<file path="src/rtl/vx_prefetch_throttle_if.sv">
// Eviction-metadata / prefetch-control bundle between a bank's metadata store and its throttle.
// PREFETCH_THROTTLE_PERF_EN adds the performance-counter outputs.
interface vx_prefetch_throttle_if;
    logic        evict_valid;
    logic        evict_prefetched;
    logic        evict_used;
    logic        pf_enable;
    logic [2:0]  pf_degree;
    logic        epoch_done;
`ifdef PREFETCH_THROTTLE_PERF_EN
    logic [31:0] perf_pf_evicts;
    logic [31:0] perf_pf_useful;
    logic [15:0] perf_state_changes;

    modport master (
        output evict_valid, evict_prefetched, evict_used,
        input  pf_enable, pf_degree, epoch_done,
        input  perf_pf_evicts, perf_pf_useful, perf_state_changes
    );

    modport slave (
        input  evict_valid, evict_prefetched, evict_used,
        output pf_enable, pf_degree, epoch_done,
        output perf_pf_evicts, perf_pf_useful, perf_state_changes
    );
`else
    modport master (
        output evict_valid, evict_prefetched, evict_used,
        input  pf_enable, pf_degree, epoch_done
    );

    modport slave (
        input  evict_valid, evict_prefetched, evict_used,
        output pf_enable, pf_degree, epoch_done
    );
`endif
endinterface

</file>
<file path="src/rtl/vx_prefetch_throttle.sv">
// Per-bank prefetch throttle: epoch-based accuracy measurement driving a 4-level degree FSM.
// Define PREFETCH_THROTTLE_PERF_EN to add the perf counters on the interface.
module vx_prefetch_throttle #(
    parameter int CACHE_ID   = 0,
    parameter int BANK_ID    = 0,
    parameter int EPOCH_SIZE = 64,
    parameter int HI_THRESH  = 6,
    parameter int LO_THRESH  = 2,
    parameter int OFF_HOLD   = 1024
) (
    input logic                   clk,
    input logic                   reset,
    vx_prefetch_throttle_if.slave bus
);

    localparam int CW = $clog2(EPOCH_SIZE) + 1;
    localparam int PW = $clog2(EPOCH_SIZE) + 4;
    localparam int HW = (OFF_HOLD > 1) ? $clog2(OFF_HOLD) : 1;

    localparam logic [CW-1:0] EPOCH_FULL = CW'(EPOCH_SIZE);
    localparam logic [PW-1:0] HI_PROD    = PW'(HI_THRESH * EPOCH_SIZE);
    localparam logic [PW-1:0] LO_PROD    = PW'(LO_THRESH * EPOCH_SIZE);
    localparam logic [HW-1:0] HOLD_LAST  = HW'(OFF_HOLD - 1);

    if (EPOCH_SIZE < 4 || (EPOCH_SIZE & (EPOCH_SIZE - 1)) != 0) begin : g_bad_epoch
        $error("EPOCH_SIZE must be a power of 2 and at least 4");
    end
    if (HI_THRESH > 8 || LO_THRESH > 8 || HI_THRESH <= LO_THRESH) begin : g_bad_thresh
        $error("thresholds must satisfy LO_THRESH < HI_THRESH <= 8");
    end
    if (OFF_HOLD < 1 || CACHE_ID < 0 || BANK_ID < 0) begin : g_bad_misc
        $error("OFF_HOLD must be >= 1 and ids non-negative");
    end

    typedef enum logic [1:0] {
        ST_OFF  = 2'd0,
        ST_LOW  = 2'd1,
        ST_MID  = 2'd2,
        ST_HIGH = 2'd3
    } state_t;

    state_t        state_reg,      state_next;
    logic [CW-1:0] pf_cnt_reg,     pf_cnt_next;
    logic [CW-1:0] use_cnt_reg,    use_cnt_next;
    logic [HW-1:0] hold_cnt_reg,   hold_cnt_next;
    logic          epoch_done_reg, epoch_done_next;
    logic          pf_enable_reg;
    logic [2:0]    pf_degree_reg;

    logic          sample;
    logic [CW-1:0] pf_inc;
    logic [CW-1:0] use_inc;
    logic [PW-1:0] use_prod;
    logic          up;
    logic          down;

    // Degree per state encoding: OFF=0, LOW=1, MID=2, HIGH=4.
    logic [2:0] deg_lut [4];
    genvar gi;
    for (gi = 0; gi < 4; gi++) begin : g_deg_lut
        assign deg_lut[gi] = 3'((4'd1 << gi) >> 1);
    end

    assign sample   = bus.evict_valid && bus.evict_prefetched;
    assign pf_inc   = pf_cnt_reg + CW'(1);
    assign use_inc  = use_cnt_reg + CW'(bus.evict_used);
    // Accuracy compared in eighths by scaling the used count instead of dividing.
    assign use_prod = {use_inc, 3'b000};
    assign up       = (use_prod >= HI_PROD);
    assign down     = (use_prod <  LO_PROD);

    always_comb begin
        state_next      = state_reg;
        pf_cnt_next     = pf_cnt_reg;
        use_cnt_next    = use_cnt_reg;
        hold_cnt_next   = hold_cnt_reg;
        epoch_done_next = 1'b0;

        if (state_reg == ST_OFF) begin
            // Late prefetched evictions are dropped here; only time advances the hold.
            if (hold_cnt_reg == HOLD_LAST) begin
                state_next    = ST_LOW;
                hold_cnt_next = '0;
            end else begin
                hold_cnt_next = hold_cnt_reg + HW'(1);
            end
        end else if (sample) begin
            if (pf_inc == EPOCH_FULL) begin
                epoch_done_next = 1'b1;
                pf_cnt_next     = '0;
                use_cnt_next    = '0;
                unique case (state_reg)
                    ST_LOW: begin
                        if (up)        state_next = ST_MID;
                        else if (down) state_next = ST_OFF;
                    end
                    ST_MID: begin
                        if (up)        state_next = ST_HIGH;
                        else if (down) state_next = ST_LOW;
                    end
                    ST_HIGH: begin
                        if (down)      state_next = ST_MID;
                    end
                    default: state_next = state_reg;
                endcase
            end else begin
                pf_cnt_next  = pf_inc;
                use_cnt_next = use_inc;
            end
        end
    end

    always_ff @(posedge clk) begin
        if (reset) begin
            state_reg      <= ST_LOW;
            pf_cnt_reg     <= '0;
            use_cnt_reg    <= '0;
            hold_cnt_reg   <= '0;
            epoch_done_reg <= 1'b0;
            pf_enable_reg  <= 1'b1;
            pf_degree_reg  <= 3'd1;
        end else begin
            state_reg      <= state_next;
            pf_cnt_reg     <= pf_cnt_next;
            use_cnt_reg    <= use_cnt_next;
            hold_cnt_reg   <= hold_cnt_next;
            epoch_done_reg <= epoch_done_next;
            pf_enable_reg  <= (state_next != ST_OFF);
            pf_degree_reg  <= deg_lut[state_next];
        end
    end

    assign bus.pf_enable  = pf_enable_reg;
    assign bus.pf_degree  = pf_degree_reg;
    assign bus.epoch_done = epoch_done_reg;

`ifdef PREFETCH_THROTTLE_PERF_EN
    logic [31:0] perf_evicts_reg;
    logic [31:0] perf_useful_reg;
    logic [15:0] perf_changes_reg;
    logic        counted;

    assign counted = sample && (state_reg != ST_OFF);

    always_ff @(posedge clk) begin
        if (reset) begin
            perf_evicts_reg  <= '0;
            perf_useful_reg  <= '0;
            perf_changes_reg <= '0;
        end else begin
            if (counted)
                perf_evicts_reg <= perf_evicts_reg + 32'd1;
            if (counted && bus.evict_used)
                perf_useful_reg <= perf_useful_reg + 32'd1;
            if (state_next != state_reg)
                perf_changes_reg <= perf_changes_reg + 16'd1;
        end
    end

    assign bus.perf_pf_evicts     = perf_evicts_reg;
    assign bus.perf_pf_useful     = perf_useful_reg;
    assign bus.perf_state_changes = perf_changes_reg;
`endif

endmodule
</file>
<file path="src/flat_wrapper.sv">
// flat-port wrapper written by rule: the top's interface ports become plain ports
module vx_prefetch_throttle_flat 
#(
    parameter int CACHE_ID   = 0,
    parameter int BANK_ID    = 0,
    parameter int EPOCH_SIZE = 64,
    parameter int HI_THRESH  = 6,
    parameter int LO_THRESH  = 2,
    parameter int OFF_HOLD   = 1024
)
  (clk, reset, bus_evict_valid, bus_evict_prefetched, bus_evict_used, bus_pf_enable, bus_pf_degree, bus_epoch_done);
  vx_prefetch_throttle_if bus_i ();
  input logic clk;
  input logic reset;
  input wire logic [$bits(bus_i.evict_valid)-1:0] bus_evict_valid;
  input wire logic [$bits(bus_i.evict_prefetched)-1:0] bus_evict_prefetched;
  input wire logic [$bits(bus_i.evict_used)-1:0] bus_evict_used;
  output wire logic [$bits(bus_i.pf_enable)-1:0] bus_pf_enable;
  output wire logic [$bits(bus_i.pf_degree)-1:0] bus_pf_degree;
  output wire logic [$bits(bus_i.epoch_done)-1:0] bus_epoch_done;
  assign bus_i.evict_valid = bus_evict_valid;
  assign bus_i.evict_prefetched = bus_evict_prefetched;
  assign bus_i.evict_used = bus_evict_used;
  assign bus_pf_enable = bus_i.pf_enable;
  assign bus_pf_degree = bus_i.pf_degree;
  assign bus_epoch_done = bus_i.epoch_done;
  vx_prefetch_throttle #(.CACHE_ID(CACHE_ID), .BANK_ID(BANK_ID), .EPOCH_SIZE(EPOCH_SIZE), .HI_THRESH(HI_THRESH), .LO_THRESH(LO_THRESH), .OFF_HOLD(OFF_HOLD)) u_core (.clk(clk), .reset(reset), .bus(bus_i));
endmodule
</file>
<file path="config.mk">
export PLATFORM = sky130hd
export DESIGN_NAME = vx_prefetch_throttle_flat
export DESIGN_NICKNAME = d
export VERILOG_FILES = /design/src/rtl/vx_prefetch_throttle_if.sv /design/src/rtl/vx_prefetch_throttle.sv /design/src/flat_wrapper.sv
export SDC_FILE = /design/constraint.sdc
export NUM_CORES = 1
export LEC_CHECK = 0
export CORE_AREA = 2 2 54 56
export CTS_CLUSTER_DIAMETER = 60
export DETAILED_ROUTE_END_ITERATION = 6
export DIE_AREA = 0 0 56 58
export DONT_BUFFER_PORTS = 1
export PLACE_DENSITY = 0.79
export SYNTH_ARGS = -nofsm -noshare
export SYNTH_HDL_FRONTEND = slang
export SYNTH_SLANG_ARGS = --single-unit
</file>
<file path="constraint.sdc">
create_clock -name clk -period 3.04 [get_ports clk]
set_input_delay 0.456 -clock clk [delete_from_list [all_inputs] [get_ports clk]]
set_output_delay 0.456 -clock clk [all_outputs]
set_load 0.02 [all_outputs]
</file>
Yosys cells after proc, flatten, opt, wreduce, memory -nomap -nowiden
Cells that the tools add are included.
W data, S select, Z words.
{"block": "classes", "addsub": 3, "multipliers": 0, "div": 0, "magnitude_cmp": 3, "n_eq_ne": 5, "shifts": 0, "mux": 17, "n_bitwise": 3, "reduce_logical": 5}
{"operator": "$mux W2", "n": 9}
{"operator": "$mux W7", "n": 2}
{"operator": "$add A10 B1 Y10 const B", "n": 1}
{"operator": "$eq A10 B10 Y1 const B", "n": 1}
{"operator": "$ge A10 B9 Y1 const B", "n": 1}
{"operator": "$lt A10 B8 Y1 const B", "n": 1}
{"operator": "$mux W10", "n": 1}
{"operator": "$add A7 B1 Y7", "n": 1}
{"operator": "$add A7 B1 Y7 const B", "n": 1}
{"operator": "$eq A7 B7 Y1 const B", "n": 1}
{"operator": "$bmux W3 S2", "n": 1}
{"operator": "$mux W3", "n": 2}
{"operator": "$pmux W2 S3", "n": 1}
{"operator": "$eq A2 B2 Y1 const B", "n": 2}
{"operator": "$ge A3 B3 Y1 const B", "n": 1}
{"operator": "$not A2 Y3", "n": 1}
{"operator": "$reduce_or A3 Y1", "n": 1}
{"operator": "$eq A2 B1 Y1 const B", "n": 1}
{"operator": "$logic_not A2 Y1", "n": 1}
{"operator": "$not A1 Y1", "n": 2}
{"operator": "$reduce_and A2 Y1", "n": 1}
{"operator": "$reduce_bool A2 Y1", "n": 1}
{"operator": "$logic_and A1 B1 Y1", "n": 1}
{"operator": "$mux W1", "n": 1}
{"block": "word_totals", "reg_bits": 31, "latchBits": 0, "ram_bits": 0, "rom_bits": 0, "out_inout_bits": 5, "n_memories": 0}

Longest topological paths before layout
Gate-level depths: netlist of the first run.
{"block": "logic_depth", "word_depth": 12, "mapped_depth": 8}

Worst setup path after synthesis of the first run
Ideal clock, no wire load.
{"block": "synth_path", "path_type": "input port to flip-flop", "start": "input port bus_evict_used", "end": "register u_core.pf_enable_reg, in the netlist u_core.bus.pf_enable", "setup_ns": 0.120, "t_arrival_ns": 2.367, "t_required_ns": 2.920, "path_slack_ns": 0.554, "cell_stages": 8, "n_path_buf": 0, "path_cell_list": "ha_1 ha_1 nand2_1 a221o_1 o32a_1 o211a_1 or4b_4 o21bai_1"}
{"block": "synth_between", "elab_chain_cells": 9, "word_cells_on_any_way": 13, "classes_between": "add/sub (1); order compare (2); mux (9); reduce/logical (1)"}
{"element": "from (decl)", "line_no": "flat_wrapper.sv:17", "source": "input wire logic [$bits(bus_i.evict_used)-1:0] bus_evict_used;"}
{"element": "$add A7 B1 Y7 (*)", "line_no": "vx_prefetch_throttle.sv:66", "source": "assign use_inc = use_cnt_reg + CW'(bus.evict_used);"}
{"element": "$lt A10 B8 Y1", "line_no": "vx_prefetch_throttle.sv:70", "source": "assign down = (use_prod < LO_PROD);"}
{"element": "$mux W2 (on tied branches)", "line_no": "vx_prefetch_throttle.sv:99, vx_prefetch_throttle.sv:95"}
{"element": "$mux W2 (on tied branches)", "line_no": "vx_prefetch_throttle.sv:98, vx_prefetch_throttle.sv:94"}
{"element": "$pmux W2 S3 (*)", "line_no": "vx_prefetch_throttle.sv:92", "source": "unique case (state_reg)"}
{"element": "$mux W2 (*)", "line_no": "vx_prefetch_throttle.sv:88", "source": "if (pf_inc == EPOCH_FULL) begin"}
{"element": "$mux W2 (*)", "line_no": "vx_prefetch_throttle.sv:87", "source": "end else if (sample) begin"}
{"element": "$mux W2 (*)", "line_no": "vx_prefetch_throttle.sv:79", "source": "if (state_reg == ST_OFF) begin"}
{"element": "$reduce_bool A2 Y1 (*)", "line_no": "vx_prefetch_throttle.sv:128", "source": "pf_enable_reg <= (state_next != ST_OFF);"}
{"element": "to (signal assigned)", "line_no": "vx_prefetch_throttle.sv:128"}
{"element": "to (decl)", "line_no": "vx_prefetch_throttle.sv:47", "source": "logic pf_enable_reg;"}
Every way passes the cells marked *; elsewhere a longest branch is shown, timed or not.
A chain may end at the register's enable or synchronous reset.

Final worst setup path of the first run
{"block": "layout_path", "start": "register u_core.use_cnt_reg[0]", "end": "register u_core.pf_enable_reg, in the netlist u_core.bus.pf_enable"}
{"block": "layout_between", "elab_chain_cells": 9, "word_cells_on_any_way": 13, "classes_between": "add/sub (1); order compare (2); mux (9); reduce/logical (1)"}
{"element": "from (decl)", "line_no": "vx_prefetch_throttle.sv:44", "source": "logic [CW-1:0] use_cnt_reg, use_cnt_next;"}
{"element": "from (signal assigned)", "line_no": "vx_prefetch_throttle.sv:125", "source": "use_cnt_reg <= use_cnt_next;"}
{"element": "$add A7 B1 Y7 (*)", "line_no": "vx_prefetch_throttle.sv:66"}
{"element": "$lt A10 B8 Y1", "line_no": "vx_prefetch_throttle.sv:70"}
{"element": "$mux W2 (on tied branches)", "line_no": "vx_prefetch_throttle.sv:99, vx_prefetch_throttle.sv:95"}
{"element": "$mux W2 (on tied branches)", "line_no": "vx_prefetch_throttle.sv:98, vx_prefetch_throttle.sv:94"}
{"element": "$pmux W2 S3 (*)", "line_no": "vx_prefetch_throttle.sv:92"}
{"element": "$mux W2 (*)", "line_no": "vx_prefetch_throttle.sv:88"}
{"element": "$mux W2 (*)", "line_no": "vx_prefetch_throttle.sv:87"}
{"element": "$mux W2 (*)", "line_no": "vx_prefetch_throttle.sv:79"}
{"element": "$reduce_bool A2 Y1 (*)", "line_no": "vx_prefetch_throttle.sv:128"}
Marks and branches as above.

==> results of run 1 <==
[critical path: cells and delay by family, from the launching register on]
kind | cells | cell delay, ps
flip-flops | 1 | 340
AND/OR/NAND/NOR | 2 | 630
adder cells (fa/ha/maj) | 2 | 560
AO/OA/AOI/OAI | 4 | 920
[power breakdown]
part | internal, mW | switching, mW
clock network | 0.107 | 0.129
logic | 0.00638 | 0.0106
registers | 0.408 | 0.00370
total | 0.522 | 0.144
[kinds of logic (layout without fill, tap and decap cells)]
logic type	after synthesis	in the layout	share of synthesized area [%]
adders and majority gates	4	4	3.27
xor gates and xnor gates	16	16	9.14
AOI/OAI and AO/OA	35	35	15.7
DFF	31	31	40.5
muxes	1	1	0.653
buffers and inverters	10	10	2.61
and+or+nand+nor	89	89	28.2
[worst min path at each step]
stage	startpoint	cells after the start	slack, ps	to
after floorplan	u_core.use_cnt_reg[0]$_SDFFE_PP0P_	2	440	u_core.use_cnt_reg[0]$_SDFFE_PP0P_
after global placement	u_core.use_cnt_reg[0]$_SDFFE_PP0P_	2	440	u_core.use_cnt_reg[0]$_SDFFE_PP0P_
after detailed placement	u_core.use_cnt_reg[0]$_SDFFE_PP0P_	2	480	u_core.use_cnt_reg[0]$_SDFFE_PP0P_
after CTS	reset	1	180	u_core.hold_cnt_reg[1]$_SDFFE_PP0P_
after global routing	reset	1	170	u_core.hold_cnt_reg[1]$_SDFFE_PP0P_
final	reset	1	190	u_core.hold_cnt_reg[1]$_SDFFE_PP0P_
[cells in the mapped netlist (all sizes together), types with 4 or more instances]
cell / instances / area [µm²]
dfxtp: 31 / 621
nor2: 31 / 116
nand2: 25 / 96.4
a21oi: 13 / 65.1
xor2: 10 / 87.6
clkbuf: 6 / 22.5
nand4: 6 / 37.5
xnor2: 6 / 52.6
o21ai: 5 / 25.0
ha: 4 / 50.1
nor3: 4 / 20.0
[final cells by class]
cell class              count  area (µm²)
clock buffers               6        51.3
clock inverters             1        5.00
fillers                   233        1060
inverters                   2        7.51
multi-input cells         145         872
flip-flops and latches     31         621
well taps                  31        38.8
repair buffers              1        7.51
[layer usage]
layer / vias to the layer above / GRT usage [%] / wire length, µm
li1: 654 / - / -
met1: 579 / 23.5 / 1290
met2: 25 / 33.6 / 1420
met3: 5 / 5.80 / 120
met4: 0 / 10.5 / 38
met5: - / 0 / 0
[stage by stage]
stage	area, µm²	worst slack (ps)
floorplan	1530	554
global placement	1550	455
detailed placement	1550	386
CTS	1600	477
global route	1600	348
finish	1600	471
==> flow_summary.json, run 1 <==
{
  "outcome": "finished, final reports clean",
  "synth_area_per_cell_um2": 8.24,
  "rr_endpoint": "u_core.bus.pf_enable$_SDFF_PP1_",
  "pin_count_of_the_biggest_net_entering_global_routing": 18,
  "most_numerous_cell_on_the_critical_path": "ha_1",
  "routed-via-count": 1263,
  "worst-r2r-cell-count": 8,
  "setup-violations-final": 0,
  "grt_first_pass_wirelength_um": 5130,
  "groute.usage.overall_pct": 20.1,
  "synth.net_count": 195,
  "reg2reg_setup_slack_ps": 470,
  "initial_antenna_violation_count": 0,
  "sinks_on_the_clock_net": 31,
  "finalCriticalPeriod_ps": 2570,
  "cp_data_required_time_ps": 3260,
  "finalHoldViolCount": 0,
  "insertedDiodeCount": 0,
  "post_cts.repair.setup_buffers": 0,
  "die_h_um": 58,
  "final_net_count": 195,
  "detail_route.first_pass.iterations": 4,
  "synth_ff_type": "dfxtp_1",
  "layout.cells.non_filler": 217,
  "layout.cells.most_common_list": "nor2_1 (31), dfxtp_1 (31), nand2_1 (24), a21oi_1 (13), xor2_1 (10)",
  "port_buffers": 0,
  "area_delta_synth_final_pct": 4.57,
  "postSynth.asyncResetShare_pct": 0,
  "irDropWorstVdd_uv": 352,
  "die_w_um": 56,
  "worst_r2r_startpoint": "u_core.use_cnt_reg[0]$_SDFFE_PP0P_",
  "row_count": 19,
  "power.static_leakage_nw": 0.591,
  "layout-drive-gt1-share_pct": 6.45,
  "floorplan.die_area_um2": 3250,
  "worstPathCellList": "ha_1 > ha_1 > nand2_1 > a221o_1 > o32a_1 > o211a_1 > or4b_4 > o21bai_1",
  "grt_setup_unrepaired": "no",
  "final_util_pct": 60.2,
  "placed_instances": 210,
  "tritoncts": "yes",
  "yosysWarnings": 0,
  "boundary_pin_count": 10,
  "critPathSlowestCell": "or4b_4",
  "max_cap_viol_count": 0,
  "final.setup_skew_ps": 8.33,
  "totalNegativeSetupSlack_ps": 0,
  "crit_path_start": "u_core.use_cnt_reg[0]$_SDFFE_PP0P_",
  "critPathMaxFanout": 6,
  "cts_resized": 0,
  "grt.overflow.total": 0,
  "post-route-period-util_pct": 84.5,
  "cts.hold.buffers_added": 0,
  "design_power_total_mw": 0.665,
  "cp_data_arrival_time_ps": 2790,
  "seq_area_frac_synth_pct": 40.5,
  "dp_hpwl_um": 2110,
  "finalHoldWorstSlack_ps": 186,
  "pwr_density_cell_nw_per_um2": 415,
  "gp_congestion": 0.970,
  "worst_path_largest_cell_delay_ps": 530,
  "worst_slew_margin_rel_pct": 74.8,
  "placeableCoreArea_um2": 2660,
  "synth-edff-count": 0,
  "cts-buffers-inserted": 5,
  "criticalPathCategory": "reg -> reg",
  "worstMarginPinSlew_ps": 378,
  "maxSlewViolCount": 0,
  "endpoint_kind": "register",
  "cp-endpoint": "u_core.bus.pf_enable$_SDFF_PP1_",
  "cts.path.max_buffers": 2,
  "startpoint_types": "register",
  "synth.ff_latch_count": 31,
  "ant_nets": 0,
  "cts.htree.levels": 2,
  "initial_cell_density_of_the_core_pct": 57.6,
  "postSynthCellCount": 186,
  "postRouteWirelength_um": 2870,
  "drt_drc_violations_left": 0,
  "number_of_flip_flops_under_the_largest_register_name": 10,
  "clock_latency_ps": 320,
  "post_synth_instance_area_um2": 1530,
  "clock-root-buffer": "clkbuf_4",
  "routed_wire_length_per_instance_um": 13.2,
  "synth.distinct_cells": 42,
  "detail_route.vias_per_cell": 5.82,
  "drt_iter0_markers": 53,
  "grt_pass1_vias": 1213,
  "hp-class": "in -> reg",
  "path_clk_slew_ps": 90,
  "maxClockFrequency_mhz": 389
}
Note: power is estimated with default switching activity, not from simulation.
==> run 2, diff against run 1 <==
==> constraint.sdc (replaced) <==
create_clock -name clk -period 2.4 [get_ports clk]
set_input_delay 0.36 -clock clk [delete_from_list [all_inputs] [get_ports clk]]
set_output_delay 0.36 -clock clk [all_outputs]
set_load 0.02 [all_outputs]
==> run 2 against run 1 <==
Effect of this change: clock skew shrank 1.4 ps; first-iteration DRC count shrank 7.5%; sequential cell count is the same; die area is the same; worst setup slack lost 380 ps; final area grew 3.6%; cell count grew 3.2%; register-to-register slack lost 380 ps; sequential share of layout area shrank 1.3 points; maximum frequency grew 11%; highest routed layer unchanged.
==> flow_summary.json, run 2 (synthesized netlist as in run 1, its figures left out) <==
{
  "criticalPathCategory": "reg -> reg",
  "clock-root-buffer": "clkbuf_4",
  "drt_drc_violations_left": 0,
  "floorplan.die_area_um2": 3250,
  "met1_usage_pct": 22.7,
  "design_power_total_mw": 0.835,
  "rr_endpoint": "u_core.bus.pf_enable$_SDFF_PP1_",
  "layout-drive-gt1-share_pct": 10.4,
  "clock_latency_ps": 330,
  "worst_path_largest_cell_delay_ps": 530,
  "insertedDiodeCount": 0,
  "placeableCoreArea_um2": 2660,
  "layout.cells.most_common_list": "nor2_1 (31), dfxtp_1 (31), nand2_1 (24), a21oi_1 (13), xor2_1 (10)",
  "max_cap_viol_count": 0,
  "initial_antenna_violation_count": 0,
  "outcome": "finished, final reports clean",
  "reg2reg_setup_slack_ps": 90,
  "critPathSlowestCell": "or4b_4",
  "cts.path.max_buffers": 2,
  "dp_hpwl_um": 2240,
  "postRouteWirelength_um": 3030,
  "area_delta_synth_final_pct": 8.33,
  "hold_wc_startpoint": "reset",
  "post-route-period-util_pct": 96.1,
  "worstMarginPinSlew_ps": 411,
  "irDropWorstVdd_uv": 440,
  "globalRouteMet2Util_pct": 35.3,
  "endpoint_kind": "register",
  "post_cts.repair.setup_buffers": 0,
  "drt_iter0_markers": 49,
  "critPathMaxFanout": 5,
  "die_w_um": 56,
  "layout.cells.non_filler": 224,
  "maxClockFrequency_mhz": 433,
  "grt.overflow.total": 0,
  "path_clk_slew_ps": 100,
  "power.static_leakage_nw": 0.611,
  "die_h_um": 58,
  "pwr_density_cell_nw_per_um2": 503,
  "worst_slew_margin_rel_pct": 72.5,
  "hp-class": "in -> reg",
  "grt_pass1_vias": 1189,
  "startpoint_types": "register",
  "cts-buffers-inserted": 5,
  "tritoncts": "yes",
  "number_of_flip_flops_under_the_largest_register_name": 10,
  "grt_util_met3_pct": 5.36,
  "stdcell_area_um2": 1660,
  "final.setup_skew_ps": 6.88,
  "sinks_on_the_clock_net": 31,
  "routing_layer_with_the_top_usage_in_global_route": "met2",
  "detail_route.first_pass.iterations": 4,
  "cts_resized": 0,
  "critical-path-top-delay-family": "compound AO/OA/AOI/OAI gates",
  "finalHoldViolCount": 0,
  "routed_wire_length_per_instance_um": 13.5,
  "grt_setup_unrepaired": "no",
  "finalCriticalPeriod_ps": 2310,
  "cp_data_arrival_time_ps": 2540,
  "grt_first_pass_wirelength_um": 5060,
  "cts.htree.levels": 2,
  "maxSlewViolCount": 0,
  "hold-path-endpoint": "u_core.hold_cnt_reg[1]$_SDFFE_PP0P_",
  "placed_instances": 216,
  "worst-r2r-cell-count": 8,
  "final_net_count": 201,
  "groute.usage.overall_pct": 20.2,
  "detail_route.vias_per_cell": 5.81,
  "placedInstanceArea_um2": 1590,
  "cts.hold.buffers_added": 0,
  "worstPathCellList": "ha_2 > ha_4 > nand2_1 > a221o_1 > o32a_1 > o211a_1 > or4b_4 > o21bai_1",
  "hold_path_depth": 1,
  "boundary_pin_count": 10,
  "routed-via-count": 1302,
  "cp_data_required_time_ps": 2630,
  "totalNegativeSetupSlack_ps": 0,
  "initial_cell_density_of_the_core_pct": 57.6,
  "gp_congestion": 0.913,
  "worst_r2r_startpoint": "u_core.use_cnt_reg[0]$_SDFFE_PP0P_",
  "critical_path.n_buffers_inverters": 0,
  "row_count": 19,
  "pin_count_of_the_biggest_net_entering_global_routing": 18,
  "ant_nets": 0,
  "setup-violations-final": 0,
  "port_buffers": 0
}
run 2: cell count changes in the layout (fill, tap and decap cells not counted):
| cell | change |
|---|---|
| ha_1 | -2 |
| clkbuf_1 | +1 |
| clkinvlp_4 | +1 |
| ha_4 | +1 |
| clkbuf_8 | -1 |
| buf_4 | +6 |
| ha_2 | +1 |
run 2: cell type report:
class | instances | area [µm²]
Clock buffer | 6 | 41.3
Clock inverter | 2 | 12.5
Fill cell | 244 | 1000
Inverter | 2 | 7.51
Multi-Input combinational cell | 145 | 887
Sequential cell | 31 | 621
Tap cell | 31 | 38.8
Timing Repair Buffer | 7 | 52.6
run 2: metal layers:
metal	vias up	part of all wire, %
li1	663	-
met1	595	43
met2	37	48
met3	7	6.0
met4	0	2.1
met5	-	0
run 2: worst register-to-register path, cell delays in order, from the launching register on:
cell and delay, ps:
dfxtp_1 350, ha_2 210, ha_4 170, nand2_1 60, a221o_1 300, o32a_1 190, o211a_1 240, or4b_4 530
o21bai_1 170
run 2: worst max path at each step:
stage	endpoint	slack (ps)	cells after the start	startpoint
floorplan	u_core.bus.pf_enable$_SDFF_PP1_	10	8	bus_evict_used
global placement	u_core.bus.pf_enable$_SDFF_PP1_	40	8	bus_evict_used
detailed placement	u_core.bus.pf_enable$_SDFF_PP1_	-2	8	bus_evict_used
CTS	u_core.bus.pf_enable$_SDFF_PP1_	20	8	u_core.use_cnt_reg[0]$_SDFFE_PP0P_
global route	u_core.bus.pf_enable$_SDFF_PP1_	20	8	u_core.use_cnt_reg[0]$_SDFFE_PP0P_
finish	u_core.bus.pf_enable$_SDFF_PP1_	90	8	u_core.use_cnt_reg[0]$_SDFFE_PP0P_
run 2: metrics by stage:
| stage | hold WS (ps) | utilization (%) | setup WS, ps |
|---|---|---|---|
| floorplan | 440 | - | 9.55 |
| global placement | 432 | 59.8 | 42.8 |
| detailed placement | 434 | 59.8 | -1.81 |
| CTS | 73.2 | 61.8 | 21.2 |
| global route | 53.9 | 62.4 | 19.0 |
| finish | 77.1 | 62.4 | 92.7 |
run 2: power by group:
part           internal [mW]  switching (mW)  total [mW]
combinational        0.00928          0.0147      0.0240
clock                  0.113           0.177       0.290
sequential             0.517         0.00422       0.522
==> run 3, diff against run 2 <==
--- a/config.mk
+++ b/config.mk
@@ -6,6 +6,7 @@
 export NUM_CORES = 1
 export LEC_CHECK = 0
 export CORE_AREA = 2 2 54 56
+export CTS_BUF_LIST = sky130_fd_sc_hd__clkbuf_8
 export CTS_CLUSTER_DIAMETER = 60
 export DETAILED_ROUTE_END_ITERATION = 6
 export DIE_AREA = 0 0 56 58
==> run 3 against run 2 <==
Effect of this change: maximum frequency fell by 0.17%; critical path type unchanged; clock skew decreased by 0.75 ps; sequential cell count stayed put; highest routed layer unchanged; combinational power about the same; worst setup slack got worse by 3.9 ps; critical path depth stayed put; global-route usage rose by 0.28 points.
==> flow_summary.json, run 3 (synthesized netlist as in run 1, its figures left out) <==
{
  "criticalPathCategory": "reg -> reg",
  "die_h_um": 58,
  "internal_power_mw": 0.725,
  "max_cap_viol_count": 0,
  "finalCriticalPeriod_ps": 2310,
  "pre_cts_ws_ps": -1.81,
  "power.share.clock_pct": 41.8,
  "finalHoldViolCount": 0,
  "initial_antenna_violation_count": 0,
  "final_net_count": 201,
  "routed_wire_length_per_instance_um": 13.7,
  "hp-class": "in -> reg",
  "dp_hpwl_um": 2240,
  "routed-via-count": 1282,
  "drt_iter0_markers": 44,
  "die_w_um": 56,
  "cts.path.max_buffers": 2,
  "cp_data_arrival_time_ps": 2500,
  "startpoint_types": "register",
  "path_clk_slew_ps": 70,
  "irDropWorstVdd_uv": 474,
  "routing_layer_with_the_top_usage_in_global_route": "met2",
  "detail_route.first_pass.iterations": 6,
  "grt_pass1_vias": 1184,
  "drt_drc_violations_left": 0,
  "globalRouteMet2Util_pct": 34.6,
  "totalNegativeSetupSlack_ps": 0,
  "gp_congestion": 0.913,
  "number_of_flip_flops_under_the_largest_register_name": 10,
  "layout-drive-gt1-share_pct": 10.4,
  "cts-buffers-inserted": 5,
  "groute.usage.overall_pct": 20.5,
  "grt_setup_unrepaired": "no",
  "ant_nets": 0,
  "final.setup_skew_ps": 6.13,
  "pin_count_of_the_biggest_net_entering_global_routing": 18,
  "insertedDiodeCount": 0,
  "boundary_pin_count": 10,
  "worst_slew_margin_rel_pct": 74.2,
  "sw_frac_of_total_pct": 22.8,
  "layout.cells.most_common_list": "nor2_1 (31), dfxtp_1 (31), nand2_1 (24), a21oi_1 (13), xor2_1 (10)",
  "detail_route.vias_per_cell": 5.72,
  "critPathMaxFanout": 5,
  "placedInstanceArea_um2": 1590,
  "clock_latency_ps": 290,
  "maxClockFrequency_mhz": 433,
  "met1_usage_pct": 22.8,
  "cts.htree.levels": 2,
  "stdcell_area_um2": 1690,
  "clock-root-buffer": "clkbuf_8",
  "finalHoldWorstSlack_ps": 125,
  "maxSlewViolCount": 0,
  "tritoncts": "yes",
  "setup-violations-final": 0,
  "row_count": 19,
  "fillCellCount": 236,
  "grt.overflow.total": 0,
  "pwr_density_cell_nw_per_um2": 555,
  "cts.hold.buffers_added": 0,
  "power.combinational.fraction_pct": 2.6,
  "sinks_on_the_clock_net": 31,
  "post_cts.repair.setup_buffers": 0,
  "grt_first_pass_wirelength_um": 5060,
  "design_power_total_mw": 0.939,
  "floorplan.die_area_um2": 3250,
  "outcome": "finished, final reports clean",
  "placeableCoreArea_um2": 2660,
  "power.static_leakage_nw": 0.628,
  "initial_cell_density_of_the_core_pct": 57.6,
  "final_worst_path_setup_slack_ps": 88.8,
  "endpoint_kind": "register",
  "cp_data_required_time_ps": 2580,
  "area_delta_synth_final_pct": 10.4,
  "port_buffers": 0,
  "grt_util_met3_pct": 6.70,
  "psw_mw": 0.214,
  "postRouteWirelength_um": 3070,
  "worstMarginPinSlew_ps": 386,
  "pwr-share-seq_pct": 55.6,
  "post-route-period-util_pct": 96.3
}
-- run 3: cell types whose count changed in the layout (fill, tap and decap cells not counted) --
cell,delta
clkbuf_4,-5
clkbuf_8,+5
inv_1,+1
clkbuf_1,-1
-- run 3: critical path: stages (launching register included) --
cell and delay (ps):
dfxtp_1 340, ha_2 210, ha_4 170, nand2_1 60, a221o_1 300, o32a_1 190, o211a_1 240, or4b_4 530
o21bai_1 170
-- run 3: area by class of cell --
cell class | count | area [µm²] | share of cell area, %
Sequential cell | 31 | 621 | 36.7
Clock buffer | 5 | 68.8 | 4.07
Inverter | 2 | 7.51 | 0.444
Clock inverter | 3 | 16.3 | 0.962
Tap cell | 31 | 38.8 | 2.29
Timing Repair Buffer | 7 | 52.6 | 3.11
Multi-Input combinational cell | 145 | 887 | 52.4
-- run 3: power by group through the flow --
stage	logic, mW	registers, mW	clock network, mW
2_1_floorplan	0.0206	0.533	0
3_3_place_gp	0.0224	0.533	0
3_5_place_dp	0.0231	0.533	0
4_1_cts	0.0233	0.522	0.398
5_1_grt	0.0267	0.522	0.420
6_report	0.0242	0.522	0.393
-- run 3: path summary, 6_finish.rpt --
path                            slack [ps]                               start  cells past startpoint                             endpoint
worst max-delay path                    90  u_core.use_cnt_reg[0]$_SDFFE_PP0P_                      8      u_core.bus.pf_enable$_SDFF_PP1_
worst min-delay path                   130                               reset                      1  u_core.hold_cnt_reg[1]$_SDFFE_PP0P_
worst max register to register          90  u_core.use_cnt_reg[0]$_SDFFE_PP0P_                      8      u_core.bus.pf_enable$_SDFF_PP1_
worst min register to register         480  u_core.use_cnt_reg[0]$_SDFFE_PP0P_                      2   u_core.use_cnt_reg[0]$_SDFFE_PP0P_
-- run 3: metal layers --
| layer | up-vias | part of all wire [%] |
|---|---|---|
| met5 | - | 0 |
| met4 | 0 | 2.2 |
| met3 | 7 | 4.9 |
| met2 | 21 | 48 |
| met1 | 595 | 45 |
| li1 | 659 | - |
-- run 3: what timing repair did --
action,4_1_cts,5_1_grt
endpoints found under the setup margin,0,3
hold endpoints to repair,0,0
resized for setup,0,3
-- run 3: stage by stage --
stage | util, % | instances
after floorplan | - | 186
after global placement | 59.8 | 216
after detailed placement | 59.8 | 216
after CTS | 63.0 | 224
after global routing | 63.5 | 224
final | 63.5 | 224
